==> config.mk <==
export PLATFORM = sky130hd
export DESIGN_NAME = uart_packet_rx_flat
export DESIGN_NICKNAME = d
export VERILOG_FILES = /design/src/rtl/uart_packet_rx_pkg.sv /design/src/rtl/uart_packet_rx_if.sv /design/src/rtl/uart_packet_rx_byte.sv /design/src/rtl/uart_packet_rx.sv /design/src/flat_wrapper.sv
export SDC_FILE = /design/constraint.sdc
export NUM_CORES = 1
export LEC_CHECK = 0
export CORE_AREA = 10 10 105 107
export DETAILED_ROUTE_END_ITERATION = 6
export DIE_AREA = 0 0 115 117
export GPL_TIMING_DRIVEN = 0
export PLACE_DENSITY = 0.75
export SYNTH_ARGS = -nofsm -noshare
export SYNTH_HDL_FRONTEND = slang
export SYNTH_SLANG_ARGS = --single-unit
==> constraint.sdc <==
create_clock -name clk -period 3.98 [get_ports clk]
set_clock_uncertainty 0.15 [all_clocks]
set_input_delay 0.597 -clock clk [delete_from_list [all_inputs] [get_ports clk]]
set_output_delay 0.597 -clock clk [all_outputs]
set_load 0.05 [all_outputs]
==> src/rtl/uart_packet_rx_pkg.sv <==
// uart_pkg: shared constants, FSM state types and small helpers for the
// UART command-packet receiver.
// Build option: UART_RX_CHECKSUM_EN adds the trailing checksum byte (P_CHK).
package uart_pkg;

    localparam logic [7:0] UART_HDR    = 8'hA5;
    localparam logic [7:0] CMD_TRIG    = 8'h01;
    localparam logic [7:0] CMD_ANGLE   = 8'h02;
    localparam logic [7:0] CMD_MANUAL  = 8'h03;
    localparam logic [7:0] ANGLE_MAX   = 8'd180;
    localparam logic [7:0] ANGLE_RESET = 8'd90;

    // Per-byte receiver states.
    typedef enum logic [2:0] {
        B_IDLE,
        B_START,
        B_DATA,
        B_STOP,
        B_WAIT_HIGH
    } byte_state_t;

    // Packet parser states; the checksum stage only exists when enabled.
    typedef enum logic [1:0] {
        P_HDR,
        P_CMD,
        P_ARG
`ifdef UART_RX_CHECKSUM_EN
        , P_CHK
`endif
    } pkt_state_t;

`ifdef UART_RX_CHECKSUM_EN
    // Expected checksum: byte-wide sum of header, command and argument.
    function automatic logic [7:0] pkt_sum(input logic [7:0] cmd, input logic [7:0] arg);
        return UART_HDR + cmd + arg;
    endfunction
`endif

    // Servo angle is limited to the mechanical range.
    function automatic logic [7:0] clamp_angle(input logic [7:0] a);
        return (a > ANGLE_MAX) ? ANGLE_MAX : a;
    endfunction

endpackage

==> src/rtl/uart_packet_rx_if.sv <==
// uart_packet_rx_if: serial input plus decoded command/status outputs.
// master = receiver side, slave = consumer / line driver side.
interface uart_packet_rx_if;

    logic       uart_rx_pin;
    logic       cmd_valid;
    logic [7:0] cmd_id;
    logic [7:0] cmd_arg;
    logic [2:0] trig_choice;
    logic [7:0] manual_angle;
    logic       remote_manual;
    logic       frame_err;
    logic       chk_err;
    logic [7:0] err_count;

    modport master (
        input  uart_rx_pin,
        output cmd_valid, cmd_id, cmd_arg, trig_choice, manual_angle,
               remote_manual, frame_err, chk_err, err_count
    );

    modport slave (
        output uart_rx_pin,
        input  cmd_valid, cmd_id, cmd_arg, trig_choice, manual_angle,
               remote_manual, frame_err, chk_err, err_count
    );

endinterface

==> src/rtl/uart_packet_rx_byte.sv <==
// uart_byte_rx: 2-FF synchroniser, 8N1 byte FSM, bit counter and shift
// register. Emits registered byte_valid / frame_err pulses.
module uart_byte_rx
    import uart_pkg::*;
#(
    parameter int CLKS_PER_BIT = 434
) (
    input  logic       clk,
    input  logic       reset_n,
    input  logic       rx_pin,
    output logic       byte_valid,
    output logic [7:0] byte_data,
    output logic       frame_err
);

    localparam int              HALF    = CLKS_PER_BIT / 2;
    localparam int              CW      = $clog2(CLKS_PER_BIT + 1);
    localparam logic [CW-1:0]   HALF_M1 = CW'(HALF - 1);
    localparam logic [CW-1:0]   FULL_M1 = CW'(CLKS_PER_BIT - 1);

    logic          sync1, sync2, rx_d;
    byte_state_t   state, state_nxt;
    logic [CW-1:0] cnt;
    logic [2:0]    bit_idx;
    logic [7:0]    shreg;
    logic          fall, tick_half, tick_full;
    logic          cnt_clr, shift_en, bv_set, fe_set;

    assign fall      = rx_d & ~sync2;
    assign tick_half = (cnt == HALF_M1);
    assign tick_full = (cnt == FULL_M1);

    // Two-flop synchroniser plus one delayed copy for falling-edge detect.
    always_ff @(posedge clk or negedge reset_n) begin
        if (!reset_n) begin
            sync1 <= 1'b1;
            sync2 <= 1'b1;
            rx_d  <= 1'b1;
        end else begin
            sync1 <= rx_pin;
            sync2 <= sync1;
            rx_d  <= sync2;
        end
    end

    // Byte FSM state register.
    always_ff @(posedge clk or negedge reset_n) begin
        if (!reset_n) state <= B_IDLE;
        else          state <= state_nxt;
    end

    // Byte FSM next-state: mid-start check, 8 data samples, stop check.
    always_comb begin
        state_nxt = state;
        unique case (state)
            B_IDLE:      if (fall)      state_nxt = B_START;
            B_START:     if (tick_half) state_nxt = sync2 ? B_IDLE : B_DATA;
            B_DATA:      if (tick_full && bit_idx == 3'd7) state_nxt = B_STOP;
            B_STOP:      if (tick_full) state_nxt = sync2 ? B_IDLE : B_WAIT_HIGH;
            B_WAIT_HIGH: if (sync2)     state_nxt = B_IDLE;
            default:                    state_nxt = B_IDLE;
        endcase
    end

    // Byte FSM outputs: counter restart, shift strobe, result pulses.
    always_comb begin
        cnt_clr  = (state_nxt != state) || (state == B_IDLE) ||
                   (state == B_DATA && tick_full);
        shift_en = (state == B_DATA) && tick_full;
        bv_set   = (state == B_STOP) && tick_full &&  sync2;
        fe_set   = (state == B_STOP) && tick_full && !sync2;
    end

    // Bit timer, bit index, LSB-first shift register and result pulses.
    always_ff @(posedge clk or negedge reset_n) begin
        if (!reset_n) begin
            cnt        <= '0;
            bit_idx    <= '0;
            shreg      <= '0;
            byte_valid <= 1'b0;
            frame_err  <= 1'b0;
        end else begin
            cnt        <= cnt_clr ? '0 : cnt + 1'b1;
            if (state != B_DATA) bit_idx <= '0;
            else if (shift_en)   bit_idx <= bit_idx + 1'b1;
            if (shift_en) shreg <= {sync2, shreg[7:1]};
            byte_valid <= bv_set;
            frame_err  <= fe_set;
        end
    end

    // Shift register holds still outside DATA, so it doubles as the output.
    assign byte_data = shreg;

endmodule

==> src/rtl/uart_packet_rx.sv <==
// uart_packet_rx: host command receiver. Packet FSM, inter-byte timeout,
// command decode and saturating error counter around uart_byte_rx.
// Build option: UART_RX_CHECKSUM_EN -> 4-byte packets with checksum check;
// otherwise 3-byte packets and chk_err tied low.
module uart_packet_rx
    import uart_pkg::*;
#(
    parameter int CLK_HZ       = 50_000_000,
    parameter int BAUD         = 115_200,
    parameter int TIMEOUT_BITS = 40
) (
    input  logic               clk,
    input  logic               reset_n,
    uart_packet_rx_if.master   bus
);

    localparam int            CLKS_PER_BIT = CLK_HZ / BAUD;
    localparam int            TMO_CYC      = TIMEOUT_BITS * CLKS_PER_BIT;
    localparam int            TW           = $clog2(TMO_CYC + 1);
    localparam logic [TW-1:0] TMO_M1       = TW'(TMO_CYC - 1);

    logic       byte_valid, frame_err_w, chk_err_w;
    logic [7:0] byte_data;

    pkt_state_t pstate, pstate_nxt;
    logic [TW-1:0] tmo_cnt;
    logic       tmo_hit;
    logic [7:0] cmd_r;
    logic       cap_cmd, accept, reject;
    logic [7:0] acc_arg;

    logic       cmd_valid_q, remote_manual_q;
    logic [7:0] cmd_id_q, cmd_arg_q, manual_angle_q, err_q;
    logic [2:0] trig_choice_q;
    logic [8:0] err_sum;

    uart_byte_rx #(.CLKS_PER_BIT(CLKS_PER_BIT)) u_byte (
        .clk        (clk),
        .reset_n    (reset_n),
        .rx_pin     (bus.uart_rx_pin),
        .byte_valid (byte_valid),
        .byte_data  (byte_data),
        .frame_err  (frame_err_w)
    );

    assign tmo_hit = (tmo_cnt == TMO_M1);

    // Packet FSM state register.
    always_ff @(posedge clk or negedge reset_n) begin
        if (!reset_n) pstate <= P_HDR;
        else          pstate <= pstate_nxt;
    end

    // Packet FSM next-state: framing errors abort, bytes advance, stall times out.
    always_comb begin
        pstate_nxt = pstate;
        if (pstate != P_HDR && frame_err_w) begin
            pstate_nxt = P_HDR;
        end else if (byte_valid) begin
            unique case (pstate)
                P_HDR: if (byte_data == UART_HDR) pstate_nxt = P_CMD;
                P_CMD: pstate_nxt = P_ARG;
`ifdef UART_RX_CHECKSUM_EN
                P_ARG: pstate_nxt = P_CHK;
                P_CHK: pstate_nxt = P_HDR;
`else
                P_ARG: pstate_nxt = P_HDR;
`endif
                default: pstate_nxt = P_HDR;
            endcase
        end else if (pstate != P_HDR && tmo_hit) begin
            pstate_nxt = P_HDR;
        end
    end

`ifdef UART_RX_CHECKSUM_EN
    logic [7:0] arg_r;
    logic       cap_arg;
    logic       chk_err_q;

    // Packet FSM outputs: capture strobes and checksum verdict.
    always_comb begin
        cap_cmd = byte_valid && (pstate == P_CMD);
        cap_arg = byte_valid && (pstate == P_ARG);
        accept  = byte_valid && (pstate == P_CHK) && (byte_data == pkt_sum(cmd_r, arg_r));
        reject  = byte_valid && (pstate == P_CHK) && (byte_data != pkt_sum(cmd_r, arg_r));
        acc_arg = arg_r;
    end

    // Argument holding register and checksum error pulse.
    always_ff @(posedge clk or negedge reset_n) begin
        if (!reset_n) begin
            arg_r     <= '0;
            chk_err_q <= 1'b0;
        end else begin
            if (cap_arg) arg_r <= byte_data;
            chk_err_q <= reject;
        end
    end

    assign chk_err_w = chk_err_q;
`else
    // Packet FSM outputs: the argument byte itself completes the packet.
    always_comb begin
        cap_cmd = byte_valid && (pstate == P_CMD);
        accept  = byte_valid && (pstate == P_ARG);
        reject  = 1'b0;
        acc_arg = byte_data;
    end

    assign chk_err_w = 1'b0;
`endif

    // Inter-byte timeout: runs only mid-packet, restarts on every byte.
    always_ff @(posedge clk or negedge reset_n) begin
        if (!reset_n)                          tmo_cnt <= '0;
        else if (pstate == P_HDR || byte_valid) tmo_cnt <= '0;
        else                                    tmo_cnt <= tmo_cnt + 1'b1;
    end

    // Command byte holding register.
    always_ff @(posedge clk or negedge reset_n) begin
        if (!reset_n)     cmd_r <= '0;
        else if (cap_cmd) cmd_r <= byte_data;
    end

    // Command strobe and decoded control registers, updated on accept only.
    always_ff @(posedge clk or negedge reset_n) begin
        if (!reset_n) begin
            cmd_valid_q     <= 1'b0;
            cmd_id_q        <= '0;
            cmd_arg_q       <= '0;
            trig_choice_q   <= '0;
            manual_angle_q  <= ANGLE_RESET;
            remote_manual_q <= 1'b0;
        end else begin
            cmd_valid_q <= accept;
            if (accept) begin
                cmd_id_q  <= cmd_r;
                cmd_arg_q <= acc_arg;
                case (cmd_r)
                    CMD_TRIG:   trig_choice_q   <= acc_arg[2:0];
                    CMD_ANGLE:  manual_angle_q  <= clamp_angle(acc_arg);
                    CMD_MANUAL: remote_manual_q <= acc_arg[0];
                    default:    ;
                endcase
            end
        end
    end

    // Error events may coincide, so add both and clamp at 255.
    assign err_sum = {1'b0, err_q} + {8'd0, frame_err_w} + {8'd0, chk_err_w};

    // Saturating error counter.
    always_ff @(posedge clk or negedge reset_n) begin
        if (!reset_n) err_q <= '0;
        else          err_q <= (err_sum > 9'd255) ? 8'd255 : err_sum[7:0];
    end

    assign bus.cmd_valid     = cmd_valid_q;
    assign bus.cmd_id        = cmd_id_q;
    assign bus.cmd_arg       = cmd_arg_q;
    assign bus.trig_choice   = trig_choice_q;
    assign bus.manual_angle  = manual_angle_q;
    assign bus.remote_manual = remote_manual_q;
    assign bus.frame_err     = frame_err_w;
    assign bus.chk_err       = chk_err_w;
    assign bus.err_count     = err_q;

endmodule
==> src/flat_wrapper.sv <==
// flat-port wrapper written by rule: the top's interface ports become plain ports
module uart_packet_rx_flat import uart_pkg::*;
#(
    parameter int CLK_HZ       = 50_000_000,
    parameter int BAUD         = 115_200,
    parameter int TIMEOUT_BITS = 40
)
  (clk, reset_n, bus_uart_rx_pin, bus_cmd_valid, bus_cmd_id, bus_cmd_arg, bus_trig_choice, bus_manual_angle, bus_remote_manual, bus_frame_err, bus_chk_err, bus_err_count);
  uart_packet_rx_if bus_i ();
  input  logic clk;
  input  logic reset_n;
  input wire logic [$bits(bus_i.uart_rx_pin)-1:0] bus_uart_rx_pin;
  output wire logic [$bits(bus_i.cmd_valid)-1:0] bus_cmd_valid;
  output wire logic [$bits(bus_i.cmd_id)-1:0] bus_cmd_id;
  output wire logic [$bits(bus_i.cmd_arg)-1:0] bus_cmd_arg;
  output wire logic [$bits(bus_i.trig_choice)-1:0] bus_trig_choice;
  output wire logic [$bits(bus_i.manual_angle)-1:0] bus_manual_angle;
  output wire logic [$bits(bus_i.remote_manual)-1:0] bus_remote_manual;
  output wire logic [$bits(bus_i.frame_err)-1:0] bus_frame_err;
  output wire logic [$bits(bus_i.chk_err)-1:0] bus_chk_err;
  output wire logic [$bits(bus_i.err_count)-1:0] bus_err_count;
  assign bus_i.uart_rx_pin = bus_uart_rx_pin;
  assign bus_cmd_valid = bus_i.cmd_valid;
  assign bus_cmd_id = bus_i.cmd_id;
  assign bus_cmd_arg = bus_i.cmd_arg;
  assign bus_trig_choice = bus_i.trig_choice;
  assign bus_manual_angle = bus_i.manual_angle;
  assign bus_remote_manual = bus_i.remote_manual;
  assign bus_frame_err = bus_i.frame_err;
  assign bus_chk_err = bus_i.chk_err;
  assign bus_err_count = bus_i.err_count;
  uart_packet_rx #(.CLK_HZ(CLK_HZ), .BAUD(BAUD), .TIMEOUT_BITS(TIMEOUT_BITS)) u_core (.clk(clk), .reset_n(reset_n), .bus(bus_i));
endmodule
==> metrics.md <==
| Metric | Value |
|---|---|
| CTS buffer count | `9` |
| Element type at the critical path end | `output pin` |
| Most instantiated cells after synthesis | `dfrtp_1 (83), nand2_1 (65), nor2_1 (30)` |
| I/O pin cnt | `42` |
| Number of hold-repair buffers added at the cts stage | `1` |
| Proportion of layout cells with a drive suffix above 1 | `0.148` |
| Predominant post-synthesis flop cell | `dfrtp_1` |
| Cell type group with the largest total delay on the critical path | `buffers and inverters` |
| Yosys warning count | `0` |
| CTS root buffer | `clkbuf_8` |
| Core footprint | `9020 sq um` |
| Vias per inst | `5.18` |
| Power per standard cell area | `368 nW/um^2` |
| X dimension of the die | `115 microns` |
| Length of routed wiring on met1 | `3.43 mm` |
| Worst voltage drop across the vdd grid | `208 uV` |
| Placed Instance Area | `4530 sq um` |
| Wire per inst | `14.1 microns` |
| Area used by multi-input combinational logic | `1590 sq um` |
| Final weighted congestion of routability-driven global placement | `0.759` |
| Total non-filler cell area in the finished layout | `4750 sq um` |
| Clock insertion delay at the later pin of the skew report | `0.36 ns` |
| Die Height | `117 microns` |
| Async S/R FF share, synth | `1.00` |
| Sequential cell area fraction in the yosys report | `0.571` |
| Type of element launching the critical path | `flop` |
| Filler instances | `790` |
| # diodes | `0` |
| Slew Limit Headroom | `0.521` |
| Required time of the critical path | `3.23 ns` |
| Actual slew at the worst max-slew pin | `0.710 ns` |
| DR iter-0 viols | `122` |
| Initial core utilization | `0.439` |
| Worst hold slack across all endpoints | `0.209 ns` |
| Number of antenna violations at the first check in global routing | `0` |
| P_leak | `2.18 nW` |
| Cell type with the largest total area after synthesis | `dfrtp_1` |
| Max-capacitance violation count | `0` |
| Area share of the largest cell type after synthesis | `0.524` |
| Row count | `35` |
| Number of hold violations in the final report | `0` |
| Post-detailed-route count of antenna-violating nets | `0` |
| Buffer levels on the longest clock path | `2` |
| Area contributors post-synth | `dfrtp_1 (52%), nand2_1 (6.2%), mux2_2 (5.1%)` |
| Total setup violations reported at the end of the flow | `0` |
| Maximum number of pins on one net before global-route repair | `73` |
| Unrepaired setup endpoints after global routing | `false` |
| Number of sinks on the clock net | `90` |
| Die ar. | `13500 sq um` |
| Met2 routed WL | `3.53 mm` |
| All-Layer GR Usage | `0.118` |
| Remaining global-route overflow | `0` |
| Count of cells resized by post-cts repair | `0` |
| Type of the worst setup path | `flop to output pin` |
| Worst path arrival time | `1.70 ns` |
| Switching Power | `0.444 mW` |
| Number of vias after detailed routing | `2749` |
| Shortest period the worst path allows | `2.45 ns` |
| Mean cell area of the mapped netlist | `10.9 sq um` |
| Number of library cell types mapped by synthesis | `54` |
| CTS tree | `done` |
| Number of buffer and inverter stages on the critical path | `1` |
| Syn-to-layout area delta | `19.9%` |
| Number of enable flip-flop cells after synthesis | `0` |
| Number of global-route vias before repair | `2766` |
| Switching Share | `0.255` |
| Fraction of power consumed by combinational cells | `0.063` |
| Worst min-delay path category | `flop to flop` |
| Final Max Slew Viols | `0` |
| DPL Wire Length | `5.29 mm` |
| H-tree level count | `3` |
| Most numerous cell in the Yosys netlist | `dfrtp_1` |
| Maximum clock rate | `409 MHz` |
| DRC violation count after routing | `0` |
| Iteration count of the initial detailed-routing pass | `4` |
| Largest incremental delay on the critical path | `0.79 ns` |
| Maximum fanout along the worst path | `2` |
| Outcome | `finished, final reports clean` |
| Uppermost metal layer occupied by signal nets | `met4` |
| Nets | `426` |
| Total area of sequential cells | `2260 sq um` |
| Total setup buffers inserted after CTS | `0` |
| Post-CTS clock slew at the launch and capture registers of the worst setup and hold paths | `0.10 ns` |
| Fraction of power consumed by sequential logic | `0.562` |
| Final clock period utilization by the worst path | `0.615` |
| Number of synthesized register bits | `90` |
| Internal Dissipation | `1.30 mW` |
| Cell breakdown of the critical path | `clkdlybuf4s50_1` |
| Syn_nets | `373` |
| Post-synthesis cell area | `3960 sq um` |
| Synthesized instance count | `362` |
| Met3 WL | `405 microns` |
| Post-detailed-routing wire length | `7.48 mm` |
| Clock Power Share | `0.375` |
| CP max stage cell | `clkdlybuf4s50_1` |
| I/O Buffers | `40` |
| Wire length of the first global-routing pass | `13.2 mm` |
[area by class of cell]
type                       instances  area share
multi-input combinational        249       0.336
clock buffer                      10      0.0290
sequential                        90       0.476
inverter                          12     0.00949
buffer                            11      0.0129
tap                              111      0.0292
timing repair buffer              42      0.0917
clock inverter                     6      0.0158
[cells in the final DEF, fill, tap and decap left out, drive strengths merged, types with 7 or more instances in the layout]
| cell type | instances |
|---|---|
| a21oi | 7 |
| buf | 8 |
| clkbuf | 15 |
| clkdlybuf4s50 | 39 |
| dfrtp | 83 |
| dfstp | 7 |
| ha | 8 |
| inv | 13 |
| mux2 | 19 |
| nand2 | 65 |
| nand3 | 10 |
| nor2 | 31 |
| nor3 | 9 |
| o21ai | 13 |
| xnor2 | 15 |
| xor2 | 7 |
[sequential cells by signal, summed over array words and instances, names as in the netlist]
name,count
u_core.u_byte.sync1,1
u_core.u_byte.byte_data,8
u_core.pstate,2
u_core.bus.cmd_valid,1
u_core.u_byte.state,3
u_core.tmo_cnt,15
u_core.bus.remote_manual,1
u_core.bus.manual_angle,8
u_core.u_byte.bit_idx,3
u_core.u_byte.sync2,1
u_core.u_byte.cnt,9
u_core.bus.cmd_arg,8
u_core.u_byte.rx_d,1
u_core.bus.trig_choice,3
u_core.u_byte.byte_valid,1
u_core.bus.cmd_id,8
u_core.cmd_r,8
u_core.bus.err_count,8
u_core.u_byte.frame_err,1
[kinds of logic after synthesis]
family                     Yosys count  synth area share
AOI/OAI and AO/OA                   41            0.0742
xor gates and xnor gates            22            0.0486
adders and majority gates            8            0.0253
buffers and inverters               23            0.0268
DFF                                 90             0.571
muxes                               21            0.0600
other                                1          0.000947
and+or+nand+nor                    156             0.193
[power by group through the flow]
stage | Combinational (mW) | Clock [mW] | Sequential, mW
2_1_floorplan | 0.0738 | 0 | 0.989
3_3_place_gp | 0.104 | 0 | 0.997
3_5_place_dp | 0.112 | 0 | 0.998
4_1_cts | 0.113 | 0.667 | 0.980
5_1_grt | 0.129 | 0.706 | 0.989
6_report | 0.110 | 0.655 | 0.981
[metal layers]
layer	vias up	track usage
met1	1331	0.151
met2	47	0.189
met3	14	0.0311
met5	-	0
li1	1357	-
met4	0	0.0421
[metrics by stage]
stage / setup TNS [ns] / setup WS [ns] / utilization / cells / total power, mW
global placement: -82.50 / -0.999 / 0.499 / 513 / 1.10
global route: 0 / 1.48 / 0.526 / 531 / 1.82
CTS: 0 / 1.51 / 0.526 / 531 / 1.76
finish: 0 / 1.53 / 0.526 / 531 / 1.75
floorplan: 0 / 1.91 / - / 362 / 1.06
detailed placement: 0 / 1.70 / 0.502 / 514 / 1.11
[worst paths after layout]
check	start	endpoint	slack [ns]	cells past startpoint
worst max register to register	u_core.u_byte.cnt[0]$_DFF_PN0_	u_core.u_byte.cnt[7]$_DFF_PN0_	1.72	6
max in group asynchronous	reset_n	u_core.u_byte.sync1$_DFF_PN1_	2.51	3
worst min-delay path	u_core.u_byte.sync1$_DFF_PN1_	u_core.u_byte.sync2$_DFF_PN1_	0.21	0
worst min register to register	u_core.u_byte.sync1$_DFF_PN1_	u_core.u_byte.sync2$_DFF_PN1_	0.21	0
min in group asynchronous	reset_n	u_core.bus.cmd_arg[1]$_DFFE_PN0P_	0.50	2
worst max-delay path	u_core.bus.manual_angle[4]$_DFFE_PN1P_	bus_manual_angle[4]	1.53	1
(Power assumes the default switching activity.)
